$ cat src/rtl/start_token_reader.sv
// ============================================================================
// Module   : start_token_reader
// Brief    : Pops one start token from a start FIFO and runs one ap_ctrl_hs
//            start/ready/done handshake with the downstream process.
// Revision : 1.0 - initial release
// ============================================================================
`default_nettype none

module start_token_reader #(
   parameter int DATA_WIDTH = 1,
   parameter int CNT_WIDTH  = 16
) (
   input  logic                  clk,
   input  logic                  reset,
   input  logic                  enable,
   input  logic                  if_empty_n,
   input  logic [DATA_WIDTH-1:0] if_dout,
   output logic                  if_read,
   output logic                  if_read_ce,
   output logic                  ap_start,
   input  logic                  ap_ready,
   input  logic                  ap_done,
   output logic [DATA_WIDTH-1:0] token_q,
   output logic                  busy,
   output logic [CNT_WIDTH-1:0]  started_cnt,
   output logic [CNT_WIDTH-1:0]  done_cnt
);

   localparam logic [1:0] c_IDLE      = 2'd0;
   localparam logic [1:0] c_START     = 2'd1;
   localparam logic [1:0] c_WAIT_DONE = 2'd2;

   logic [1:0]            r_state;
   logic [1:0]            w_state_nxt;
   logic                  r_ap_start;
   logic [DATA_WIDTH-1:0] r_token_q;
   logic [CNT_WIDTH-1:0]  r_started_cnt;
   logic [CNT_WIDTH-1:0]  r_done_cnt;
   logic                  w_pop;
   logic                  w_start_inc;
   logic                  w_done_inc;

   // Reset gating keeps the FIFO from losing a token to a pop that reset discards.
   assign w_pop       = (r_state == c_IDLE) & enable & if_empty_n & ~reset;
   assign w_start_inc = (r_state == c_START) & ap_ready;
   assign w_done_inc  = ((r_state == c_START) & ap_ready & ap_done)
                      | ((r_state == c_WAIT_DONE) & ap_done);

   always_ff @(posedge clk) begin
      if (reset) begin
         r_state       <= c_IDLE;
         r_ap_start    <= 1'b0;
         r_token_q     <= '0;
         r_started_cnt <= '0;
         r_done_cnt    <= '0;
      end else begin
         r_state    <= w_state_nxt;
         r_ap_start <= (w_state_nxt == c_START);
         if (w_pop) begin
            r_token_q <= if_dout;
         end
         if (w_start_inc) begin
            r_started_cnt <= r_started_cnt + CNT_WIDTH'(1);
         end
         if (w_done_inc) begin
            r_done_cnt <= r_done_cnt + CNT_WIDTH'(1);
         end
      end
   end

   // A done without ready in START is a stray and is ignored.
   always_comb begin
      w_state_nxt = r_state;
      case (r_state)
         c_IDLE: begin
            if (w_pop) begin
               w_state_nxt = c_START;
            end
         end
         c_START: begin
            if (ap_ready) begin
               w_state_nxt = ap_done ? c_IDLE : c_WAIT_DONE;
            end
         end
         c_WAIT_DONE: begin
            if (ap_done) begin
               w_state_nxt = c_IDLE;
            end
         end
         default: w_state_nxt = c_IDLE;
      endcase
   end

   always_comb begin
      if_read     = w_pop;
      if_read_ce  = 1'b1;
      ap_start    = r_ap_start;
      token_q     = r_token_q;
      busy        = (r_state != c_IDLE);
      started_cnt = r_started_cnt;
      done_cnt    = r_done_cnt;
   end

endmodule

`default_nettype wire

$ cat config.mk
export PLATFORM = sky130hd
export DESIGN_NAME = start_token_reader
export DESIGN_NICKNAME = d
export VERILOG_FILES = /design/src/rtl/start_token_reader.sv
export SDC_FILE = /design/constraint.sdc
export NUM_CORES = 1
export LEC_CHECK = 0
export ABC_AREA = 1
export BUFFER_PORTS_ARGS = -buffer_cell sky130_fd_sc_hd__buf_2
export CORE_MARGIN = 5
export CORE_UTILIZATION = 50
export DETAILED_ROUTE_END_ITERATION = 10
export PLACE_DENSITY = 0.76
export SLEW_MARGIN = 20
export SYNTH_ARGS = -nofsm -noshare
export SYNTH_HDL_FRONTEND = slang
export SYNTH_SLANG_ARGS = --single-unit
$ cat constraint.sdc
create_clock -name clk -period 2.65 [get_ports clk]
set_input_delay 0.53 -clock clk [delete_from_list [all_inputs] [get_ports clk]]
set_output_delay 0.53 -clock clk [all_outputs]
set_load 0.02 [all_outputs]
==> impl_metrics.env <==
export IMPL_cpMaxStageDelayCell="buf_2"
export IMPL_synth_cells=281
export IMPL_max_stage_delay_ns=0.18
export IMPL_path_max_fanout=12
export IMPL_io_buffer_count=42
export IMPL_routabilityCongestion=0.827
export IMPL_die_y_um=71.8
export IMPL_grt_pass1_wl_um=7200
export IMPL_power_density_nw_per_um2=478
export IMPL_io_pin_count=44
export IMPL_skew_ns=0.00488
export IMPL_seq_area_um2=721
export IMPL_outcome="finished, final reports clean"
export IMPL_p_int_uw=842
export IMPL_die_w_um=71.8
export IMPL_clk_pin_slew_ns=0.07
export IMPL_drc=0
export IMPL_yosysTopAreaCellShare_pct=37.8
export IMPL_area_delta_synth_final_pct=17.8
export IMPL_pre_cts_ws_ns=0.860
export IMPL_path_class="input pin to output port"
export IMPL_finalSetupTns_ns=0
export IMPL_cts_resized=0
export IMPL_clock_sinks=36
export IMPL_comb_power_share_pct=5.1
export IMPL_fin_cells=374
export IMPL_holdBufCountCts=0
export IMPL_p_sw_uw=234
export IMPL_synth_cell_types=31
export IMPL_syn_nets=290
export IMPL_synth_edf_count=0
export IMPL_yosysMostFrequentCell="nand2_1"
export IMPL_vias_per_cell=4.90
export IMPL_antenna_cells=0
export IMPL_leakage_uw=0.00110
export IMPL_synth_seq_cells=36
export IMPL_dr_total_vias=1831
export IMPL_finalSetupViolations=0
export IMPL_start_util_pct=51.7
export IMPL_cts_tree="done"
export IMPL_end_kind="output port"
export IMPL_avgRoutedWirePerCell_um=11.0
export IMPL_grt_pass1_vias=1695
export IMPL_pwr_share_clk_pct=43.6
export IMPL_antenna_found_initial=0
export IMPL_nets=334
export IMPL_r2r_cells=6
export IMPL_synth_area_leaders="dfxtp_1 38%, nand2_1 13%, nor2_1 9.8%"
export IMPL_vdd_ir_drop_max_v=0.000309
export IMPL_cts_root_buf="clkbuf_8"
export IMPL_min_path_type="input pin to flop"
export IMPL_netlist_area_um2=1910
export IMPL_grt_ovfl_total=0
export IMPL_critPathLaunchType="input pin"
export IMPL_cts_htree_levels=2
export IMPL_fin_ws_ns=0.867
export IMPL_grt_max_degree=27
export IMPL_fp_dieArea_um2=5150
export IMPL_synthTopCellsByCount="64 x nand2_1, 50 x nor2_1, 43 x inv_1, 36 x dfxtp_1, 17 x nand3_1"
export IMPL_worst_ep_arrival_time_ns=1.25
export IMPL_synth_ff_type="dfxtp_1"
export IMPL_clock_fmax_mhz=561
export IMPL_drive_gt1_share_pct=19.3
export IMPL_cts_setup_buffers=0
export IMPL_cts_buffer_depth=2
export IMPL_n_fill_cell=369
export IMPL_hold_path_depth=3
export IMPL_swShare_pct=21.7
export IMPL_dr_pass1_iters=5
export IMPL_placedCellCount=366
export IMPL_clock_latency_ns=0.28
export IMPL_cts_buffers_inserted=5
export IMPL_holdWs_ns=0.442
export IMPL_worstPathCellList="buf_2 > inv_1 > nand4_1 > inv_1 > buf_2"
export IMPL_seqPwrFrac_pct=51.2
export IMPL_yosysTopAreaCell="dfxtp_1"
export IMPL_core_um2=3690
export IMPL_finalWirelength_um=4130
export IMPL_async_flop_share_pct=0
export IMPL_grt_usage_pct=17.3
export IMPL_hold_viol=0
export IMPL_dp_hpwl_um=3040
export IMPL_rsz0062_at_grt="false"
export IMPL_maxCapViolCount=0
export IMPL_period_minus_slack_ns=1.78
export IMPL_ys_seq_area_share_pct=37.8
export IMPL_yosysWarnings=0
export IMPL_required_ns=2.12
export IMPL_multi_input_area_um2=976
export IMPL_drt_iter0_markers=171
export IMPL_rows=22
export IMPL_ant_nets=0
export IMPL_synth_area_per_cell_um2=6.79
export IMPL_post_route_period_util_pct=67.3
export IMPL_final_max_slew_viol_count=0
power by group through the flow:
stage          Sequential, µW  Clock [µW]  Combinational (µW)
6_report                  551         469                55.2
5_1_grt                   551         506                61.9
4_1_cts                   551         484                55.5
3_5_place_dp              563           0                55.5
3_3_place_gp              563           0                54.7
2_1_floorplan             568           0                35.6
flip-flops by register name, summed over array words and instances (netlist names):
register and cells:
ap_start 1, started_cnt 16, r_state 2, token_q 1
done_cnt 16
layout by cell type, fill, tap and decap left out, types with 4 or more instances in the layout:
cell type and instances:
nand2_1 64, nor2_1 50, inv_1 43, buf_2 42, dfxtp_1 36, nand3_1 17, a21oi_1 14, nand4_1 12
o21ai_0 8, clkbuf_8 5, nand3_2 4, nor3_1 4, xor2_1 4
through the flow:
| stage | instance area (µm²) | util (%) | power, µW |
|---|---|---|---|
| after global placement | 2140 | 58.0 | 618 |
| after detailed placement | 2140 | 58.0 | 619 |
| final | 2250 | 60.9 | 1080 |
| after CTS | 2250 | 60.9 | 1090 |
| after global routing | 2250 | 60.9 | 1120 |
| after floorplan | 1910 | - | 603 |
cell type report:
cell class | instances | share of cell area (%)
multi-input cells | 195 | 43.4
clock inverters | 2 | 1.56
clock buffers | 6 | 3.23
repair buffers | 43 | 9.69
inverters | 44 | 7.35
well taps | 48 | 2.67
flip-flops and latches | 36 | 32.1
cell families (layout without fill, tap and decap cells):
group / Yosys count / in the layout / synth area share [%]
AND/OR/NAND/NOR: 158 / 158 / 38.8
buffers and inverters: 50 / 95 / 11.1
flip-flops: 36 / 36 / 37.8
AO/OA/AOI/OAI: 30 / 30 / 9.05
XOR/XNOR: 4 / 4 / 1.84
adder cells (fa/ha/maj): 2 / 2 / 1.31
other: 1 / 1 / 0.197
per-layer routing:
layer / global-route usage [%] / share of wire (%)
met5: 0 / 0
met4: 6.68 / 1.2
met3: 4.63 / 5.3
met2: 29.0 / 48
met1: 21.1 / 46
path summary, 6_finish.rpt:
check                          to  slack, ns            from
setup / recovery          if_read       0.87           reset
hold reg to reg           token_q       0.46         token_q
setup reg to reg  started_cnt[10]       1.07  started_cnt[0]
hold / removal            token_q       0.44         if_dout
critical path, delay by kind of cell:
kind          cells  cell delay [ns]
simple gates      1             0.17
buf+inv           4             0.54
No activity file was read; power rests on OpenSTA's default activity.
